File: config.mk
export PLATFORM = sky130hd
export DESIGN_NAME = hex_disp_ctrl_flat
export DESIGN_NICKNAME = d
export VERILOG_FILES = /design/src/rtl/hex_disp_pkg.sv /design/src/rtl/hex_disp_ctrl_if.sv /design/src/rtl/hex_disp_prescaler.sv /design/src/rtl/hex_disp_ctrl.sv /design/src/flat_wrapper.sv
export SDC_FILE = /design/constraint.sdc
export NUM_CORES = 1
export LEC_CHECK = 0
export BUFFER_PORTS_ARGS = -buffer_cell sky130_fd_sc_hd__buf_2
export CORE_MARGIN = 2
export CORE_UTILIZATION = 58
export DETAILED_ROUTE_END_ITERATION = 10
export PLACE_DENSITY = 0.93
export RECOVER_POWER = 25
export SYNTH_ARGS = -nofsm -noshare
export SYNTH_HDL_FRONTEND = slang
export SYNTH_HIERARCHICAL = 1
export SYNTH_SLANG_ARGS = --single-unit
export TNS_END_PERCENT = 30
File: constraint.sdc
create_clock -name clk -period 2.44 [get_ports clk]
set_input_delay 0.366 -clock clk [delete_from_list [all_inputs] [get_ports clk]]
set_output_delay 0.366 -clock clk [all_outputs]
set_load 0.02 [all_outputs]
File: src/rtl/hex_disp_pkg.sv
// hex_disp_pkg: shared constants, glyph table and hex decode helper
// for the multi-digit seven-segment controller.
package hex_disp_pkg;

  localparam int CTRL_OFS = 0;
  localparam int MASK_OFS = 1;
  localparam int STAT_OFS = 2;

  localparam int CTRL_DECODE = 0;
  localparam int CTRL_BLINK  = 1;
  localparam int CTRL_BLANK  = 2;

  localparam int SCAN_DIV = 1024;

  // bit0=a ... bit6=g, 1 = lit
  localparam logic [6:0] HEX_GLYPH [16] = '{
    7'h3F, 7'h06, 7'h5B, 7'h4F,
    7'h66, 7'h6D, 7'h7D, 7'h07,
    7'h7F, 7'h6F, 7'h77, 7'h7C,
    7'h39, 7'h5E, 7'h79, 7'h71
  };

  function automatic logic [6:0] hex_to_seg(
    input logic [3:0] nib
  );
    return HEX_GLYPH[nib];
  endfunction

endpackage

File: src/rtl/hex_disp_ctrl_if.sv
// hex_disp_ctrl_if: Avalon-MM slave bus bundle for the
// seven-segment controller.
interface hex_disp_ctrl_if #(
  parameter int ADDR_W = 5
) ();

  logic [ADDR_W-1:0] address;
  logic              chipselect;
  logic              write_n;
  logic [31:0]       writedata;
  logic [31:0]       readdata;

  modport master (
    output address, chipselect, write_n, writedata,
    input  readdata
  );

  modport slave (
    input  address, chipselect, write_n, writedata,
    output readdata
  );

endinterface

File: src/rtl/hex_disp_prescaler.sv
// hex_disp_prescaler: counts 0..DIV-1 while enabled and toggles
// phase on each wrap; clear holds count at 0 and phase at 1.
module hex_disp_prescaler #(
  parameter int DIV = 4
) (
  input  logic clk,
  input  logic rst_n,
  input  logic en,
  input  logic clr,
  output logic phase
);

  localparam int W = (DIV > 1) ? $clog2(DIV) : 1;
  localparam logic [W-1:0] LAST = W'(DIV - 1);

  logic [W-1:0] cnt_q, cnt_d;
  logic         phase_q, phase_d;

  always_comb begin
    cnt_d   = cnt_q;
    phase_d = phase_q;
    if (clr) begin
      cnt_d   = '0;
      phase_d = 1'b1;
    end else if (en) begin
      if (cnt_q == LAST) begin
        cnt_d   = '0;
        phase_d = ~phase_q;
      end else begin
        cnt_d = cnt_q + 1'b1;
      end
    end
  end

  always_ff @(posedge clk or negedge rst_n) begin
    if (!rst_n) begin
      cnt_q   <= '0;
      phase_q <= 1'b1;
    end else begin
      cnt_q   <= cnt_d;
      phase_q <= phase_d;
    end
  end

  assign phase = phase_q;

endmodule

File: src/rtl/hex_disp_ctrl.sv
// hex_disp_ctrl: Avalon-MM multi-digit seven-segment controller.
// Define HEX_DISP_SCAN_EN to add the multiplexed scan outputs.
module hex_disp_ctrl
  import hex_disp_pkg::*;
#(
  parameter int NUM_DIGITS = 8,
  parameter int ADDR_W     = 5,
  parameter int BLINK_DIV  = 25000000,
  parameter int ACTIVE_LOW = 1
) (
  input  logic                    clk,
  input  logic                    reset_n,
  hex_disp_ctrl_if.slave          bus,
`ifdef HEX_DISP_SCAN_EN
  output logic [6:0]              scan_seg,
  output logic [NUM_DIGITS-1:0]   scan_sel,
`endif
  output logic [NUM_DIGITS*7-1:0] seg_out
);

  localparam logic [ADDR_W-1:0] A_CTRL = ADDR_W'(NUM_DIGITS + CTRL_OFS);
  localparam logic [ADDR_W-1:0] A_MASK = ADDR_W'(NUM_DIGITS + MASK_OFS);
  localparam logic [ADDR_W-1:0] A_STAT = ADDR_W'(NUM_DIGITS + STAT_OFS);
  localparam logic [6:0] OFF = (ACTIVE_LOW != 0) ? 7'h7F : 7'h00;

  logic [6:0]              digit_q [NUM_DIGITS];
  logic [6:0]              digit_d [NUM_DIGITS];
  logic [2:0]              ctrl_q, ctrl_d;
  logic [NUM_DIGITS-1:0]   mask_q, mask_d;
  logic [NUM_DIGITS*7-1:0] seg_q, seg_d;
  logic [6:0]              lit [NUM_DIGITS];
  logic [31:0]             rdata;
  logic [3:0]              scan_idx;
  logic                    blink_ph;
  logic                    we;

  assign we = bus.chipselect && !bus.write_n;

  hex_disp_prescaler #(
    .DIV (BLINK_DIV)
  ) u_blink (
    .clk   (clk),
    .rst_n (reset_n),
    .en    (ctrl_q[CTRL_BLINK]),
    .clr   (!ctrl_q[CTRL_BLINK]),
    .phase (blink_ph)
  );

  always_comb begin
    digit_d = digit_q;
    ctrl_d  = ctrl_q;
    mask_d  = mask_q;
    if (we) begin
      for (int d = 0; d < NUM_DIGITS; d++) begin
        if (bus.address == ADDR_W'(d))
          digit_d[d] = bus.writedata[6:0];
      end
      if (bus.address == A_CTRL)
        ctrl_d = bus.writedata[2:0];
      if (bus.address == A_MASK)
        mask_d = bus.writedata[NUM_DIGITS-1:0];
    end
  end

  always_comb begin
    seg_d = '0;
    for (int d = 0; d < NUM_DIGITS; d++) begin
      lit[d] = ctrl_q[CTRL_DECODE]
             ? hex_to_seg(digit_q[d][3:0])
             : digit_q[d];
      if (ctrl_q[CTRL_BLANK] ||
          (ctrl_q[CTRL_BLINK] && mask_q[d] && !blink_ph))
        lit[d] = '0;
      seg_d[7*d +: 7] = lit[d] ^ OFF;
    end
  end

  always_comb begin
    rdata = '0;
    unique case (1'b1)
      (bus.address == A_CTRL): rdata = 32'(ctrl_q);
      (bus.address == A_MASK): rdata = 32'(mask_q);
      (bus.address == A_STAT):
        rdata = {24'd0, scan_idx, 3'd0, blink_ph};
      default: begin
        for (int d = 0; d < NUM_DIGITS; d++) begin
          if (bus.address == ADDR_W'(d))
            rdata = 32'(digit_q[d]);
        end
      end
    endcase
  end

  assign bus.readdata = rdata;

  always_ff @(posedge clk or negedge reset_n) begin
    if (!reset_n) begin
      for (int i = 0; i < NUM_DIGITS; i++)
        digit_q[i] <= '0;
      ctrl_q <= '0;
      mask_q <= '0;
      seg_q  <= {NUM_DIGITS{OFF}};
    end else begin
      digit_q <= digit_d;
      ctrl_q  <= ctrl_d;
      mask_q  <= mask_d;
      seg_q   <= seg_d;
    end
  end

  assign seg_out = seg_q;

`ifdef HEX_DISP_SCAN_EN
  localparam logic [NUM_DIGITS-1:0] SEL_OFF =
    (ACTIVE_LOW != 0) ? '1 : '0;

  logic                  scan_ph, scan_ph_q;
  logic [3:0]            idx_q, idx_d;
  logic [6:0]            sseg_q, sseg_d;
  logic [NUM_DIGITS-1:0] ssel_q, ssel_d;

  // every toggle of the free-running phase is one 2**10 tick
  hex_disp_prescaler #(
    .DIV (SCAN_DIV)
  ) u_scan (
    .clk   (clk),
    .rst_n (reset_n),
    .en    (1'b1),
    .clr   (1'b0),
    .phase (scan_ph)
  );

  always_comb begin
    idx_d  = idx_q;
    sseg_d = OFF;
    ssel_d = SEL_OFF;
    if (scan_ph != scan_ph_q)
      idx_d = (idx_q == 4'(NUM_DIGITS - 1)) ? '0 : idx_q + 4'd1;
    for (int d = 0; d < NUM_DIGITS; d++) begin
      if (idx_q == 4'(d)) begin
        sseg_d    = lit[d] ^ OFF;
        ssel_d[d] = ~SEL_OFF[d];
      end
    end
  end

  always_ff @(posedge clk or negedge reset_n) begin
    if (!reset_n) begin
      scan_ph_q <= 1'b1;
      idx_q     <= '0;
      sseg_q    <= OFF;
      ssel_q    <= SEL_OFF;
    end else begin
      scan_ph_q <= scan_ph;
      idx_q     <= idx_d;
      sseg_q    <= sseg_d;
      ssel_q    <= ssel_d;
    end
  end

  assign scan_idx = idx_q;
  assign scan_seg = sseg_q;
  assign scan_sel = ssel_q;
`else
  assign scan_idx = 4'd0;
`endif

endmodule

File: src/flat_wrapper.sv
// flat-port wrapper written by rule: the top's interface ports become plain ports
module hex_disp_ctrl_flat import hex_disp_pkg::*;
#(
  parameter int NUM_DIGITS = 8,
  parameter int ADDR_W     = 5,
  parameter int BLINK_DIV  = 25000000,
  parameter int ACTIVE_LOW = 1
)
  (clk, reset_n, seg_out, bus_address, bus_chipselect, bus_write_n, bus_writedata, bus_readdata);
  hex_disp_ctrl_if #(.ADDR_W(ADDR_W)) bus_i ();
  input  logic clk;
  input  logic reset_n;
  output logic [NUM_DIGITS*7-1:0] seg_out;
  input wire logic [$bits(bus_i.address)-1:0] bus_address;
  input wire logic [$bits(bus_i.chipselect)-1:0] bus_chipselect;
  input wire logic [$bits(bus_i.write_n)-1:0] bus_write_n;
  input wire logic [$bits(bus_i.writedata)-1:0] bus_writedata;
  output wire logic [$bits(bus_i.readdata)-1:0] bus_readdata;
  assign bus_i.address = bus_address;
  assign bus_i.chipselect = bus_chipselect;
  assign bus_i.write_n = bus_write_n;
  assign bus_i.writedata = bus_writedata;
  assign bus_readdata = bus_i.readdata;
  hex_disp_ctrl #(.NUM_DIGITS(NUM_DIGITS), .ADDR_W(ADDR_W), .BLINK_DIV(BLINK_DIV), .ACTIVE_LOW(ACTIVE_LOW)) u_core (.clk(clk), .reset_n(reset_n), .bus(bus_i), .seg_out(seg_out));
endmodule
==> results.md <==
* Die X-Extent at 130 µm
* Final Slew Violations at 0
* Number of global-route vias before repair at just over 7000
* Synth cell types at 77
* WL final at around 22 mm
* RSZ-0062 raised after global routing: no
* Crit-path max cell delay at 490 ps
* Mapped Area at 9170 µm²
* Routed via count at around 7600
* Post-DP HPWL at roughly 15 mm
* #FFs+latches synth at 149
* Clock share of power at 33.8%
* Startpoint types: register
* Worst Path Required at 2070 ps
* Post-synthesis sequential area ratio at 41.4%
* HP Class: input pin to register
* Pwr/cell area at 817 nW/µm²
* Clk pin slew, worst setup/hold paths at 60 ps
* Layout area overhead at 11.7%
* # diodes at 0
* Final setup TNS at 0 ps
* CP Data Arrival Time at between 1500 and 2000 ps
* Synth Flop Type: dfrtp_1
* Dpl cells at 1208
* GRT overflow at 0
* Layout Skew at 9.85 ps
* Clk_lat worst skew at 430 ps
* Critical Path, Cell by Cell: mux2i_1 -> o21ai_0 -> o2bb2ai_1 -> a21oi_1 -> o21ai_1 -> buf_2
* Filler cells at roughly 1100
* Drt initial violations at 1052
* Yosys top cell area share at 25.1%
* XOR/XNOR Fraction of Synth Area at 1.62%
* CTS Sinks at 149
* Synth area leader: dfrtp_1
* Pleak at 0.00451 µW
* Gpl congestion at roughly 0.98
* TritonCTS clock tree: built
* Post-synth EDFFs at 0
* Max Cap Viol at 0
* # IOs at 129
* Synth area leaders: dfrtp_1 25%, dfstp_2 16%, ha_1 5.6%
* Worst r2r path cells at 6
* Psw at 2760 µW
* Nets@finish at 1099
* # DRC at 0
* Starting Density at 59.9%
* Final cell count without fillers at 1241
* Crit path max fanout at 7
* CP Capture Type: output pin
* Vias per cell at 6.16
* Final setup violation count at 0
* Seq pwr share at 40.9%
* Int Power at 5610 µW
* Port buffer count at 80
* Worst Max-Slew Pin Slew at 880 ps
* Final Hold Fails at 0
* Pre-Repair DR Iteration Count at 8
* Buffer count from post-CTS setup fixing at 0
* Largest net degree at the start of global routing at 74
* Initial antenna violation count at 0
* Post-Synth Adder-Cell Area at about 5.6%
* FF+latch area at about 3800 µm²
* Syn Inst Count at 960
* Synth Area in Compound Gates at 16.7%
* Switching fraction of total power at 33.0%
* DIE AREA at 16800 µm²
* TritonCTS Buffers at 17
* Crit path max-delay family: compound AO/OA/AOI/OAI gates
* Worst path depth at 6
* Crit Path Category: register to output pin
* H-tree depth at 4
* Final period util at around 97%
* CP Buf/Inv Count at 1
* Critical path's slowest cell: dfrtp_1
* Post-Synth Simple-Gate Area at around 16%
* First-pass GRT wire length at between 30 and 40 mm
* Multi-input logic area at 4740 µm²
* Hold Path Depth at 2
* VDD IR max at 0.622 mV
* Largest family of logic cells by synthesized area: compound AO/OA/AOI/OAI gates
* Max Buffers Root-to-Sink at 2
* Synthesized area per cell at 9.55 µm²
* Final ANT Viol Nets at 0
* WL/cell at 18.0 µm
* Post-synthesis mux area share at 10.7%
* Fin crit period at approximately 2400 ps
* Slew headroom at 41.3%
* Comb pwr share at approximately a quarter
* Root Driver: clkbuf_16
* Async SR Flop Fraction at 100%
* Outcome: complete, no violations
* Fmax at 424 MHz
* Overall Global Routing Usage at between 20% and 30%
* Core box area at 15300 µm²
* Die height at about 130 µm
* Syn. warnings at 6
* # rows at 45
* Layout cells sized above 1 at about a quarter
-- cell usage after synthesis, types with 5 or more instances --
library cell,number
nand2_1,93
dfrtp_1,92
a21oi_1,64
inv_1,61
dfstp_2,57
nor2_1,52
o21ai_0,48
clkbuf_1,43
ha_1,41
o211ai_1,40
mux2_1,29
nand3_1,27
buf_4,24
mux2i_1,24
o21ai_1,21
mux2_2,16
mux2_4,14
buf_2,12
nand2b_1,11
nand4_1,11
nor2_2,11
o22ai_1,11
a31oi_1,9
nor4_1,9
xnor2_1,9
a22oi_1,8
xor2_1,8
and2_1,6
nor3_1,6
o311ai_0,6
a211o_1,5
a211oi_1,5
and3_1,5
buf_6,5
or4_1,5
-- routing by layer --
layer  wire [µm]  GRT usage, %  part of all wire, %
met1        9200          36.1                   41
met2       10800          43.9                   48
met3        1710          5.86                  7.6
met4         680          12.0                  3.0
met5           0             0                    0
-- state kept, by name (all words and copies together), names as in the netlist --
signal,count
u_core/mask_q,8
u_core/seg_out,56
u_core/digit_q,56
u_core/ctrl_q,3
u_core/u_blink/cnt_q,25
u_core/u_blink/phase,1
-- what timing repair did --
action | in CTS | in global routing
hold buffers | 1 | 0
endpoints found under the hold margin | 43 | 0
endpoints found under the setup margin | 0 | 3
resized for setup | 0 | 5
-- final cells by class --
class,count,area share [%]
tap,211,2.58
clock buffer,20,4.55
multi-input combinational,686,46.3
sequential,149,37.2
timing repair buffer,101,5.47
inverter,62,2.27
clock inverter,12,1.70
-- stage by stage --
step	total power (µW)	worst slack [ps]	cell area, µm²	hold WS (ps)	util (%)
after floorplan	4910	407	9260	70.4	-
after global placement	5440	201	9610	421	62.7
after detailed placement	5520	164	9610	433	62.7
after CTS	8370	4.01	10300	166	67.0
after global routing	8770	2.04	10200	164	66.9
final	8370	83.2	10200	174	66.9
-- power by group through the flow --
stage / clock, µW / sequential (µW) / combinational [µW]
after CTS: 2860 / 3410 / 2100
after detailed placement: 0 / 3450 / 2080
final: 2830 / 3420 / 2120
after global placement: 0 / 3430 / 2010
after global routing: 2980 / 3480 / 2310
after floorplan: 0 / 3590 / 1320
-- worst reg2reg max path, stage by stage, from the launching register on --
cell	delay, ps
dfrtp_1	460
ha_1	380
nand3_4	130
nor4_2	410
or2_1	170
buf_4	220
nor2_1	90
-- final timing paths --
check                                                end                    start  slack, ps
worst max-delay path                     bus_readdata[1]       u_core/digit_q[36]         80
worst min-delay path                    u_core/mask_q[7]         bus_writedata[7]        170
worst max register to register  u_core/u_blink/cnt_q[20]  u_core/u_blink/cnt_q[0]        450
worst min register to register          u_core/mask_q[2]         u_core/mask_q[2]        520
max in group asynchronous               u_core/ctrl_q[0]                  reset_n        580
min in group asynchronous             u_core/digit_q[21]                  reset_n        520
-- placed cells by master, fill, tap and decap left out, types with 14 or more instances in the layout --
| master | Yosys | final |
|---|---|---|
| mux2_4 | 14 | 14 |
| clkbuf_16 | 0 | 17 |
| ha_1 | 41 | 41 |
| conb_1 | 1 | 24 |
| buf_2 | 12 | 79 |
| mux2_2 | 16 | 16 |
| a21oi_1 | 64 | 64 |
| o21ai_0 | 48 | 48 |
| nand3_1 | 27 | 27 |
| inv_1 | 61 | 61 |
| o21ai_1 | 21 | 21 |
| mux2i_1 | 24 | 24 |
| mux2_1 | 29 | 29 |
| nor2_1 | 52 | 52 |
| dfstp_2 | 57 | 57 |
| buf_4 | 24 | 18 |
| dfrtp_1 | 92 | 86 |
| nand2_1 | 93 | 93 |
| o211ai_1 | 40 | 40 |
-- logic make-up after synthesis --
group                    after synthesis
AND/OR/NAND/NOR                      275
AO/OA/AOI/OAI                        245
flip-flops                           149
buffers and inverters                148
multiplexers                          84
adder cells (fa/ha/maj)               41
XOR/XNOR                              17
other                                  1
No activity file was read; power rests on OpenSTA's default activity.
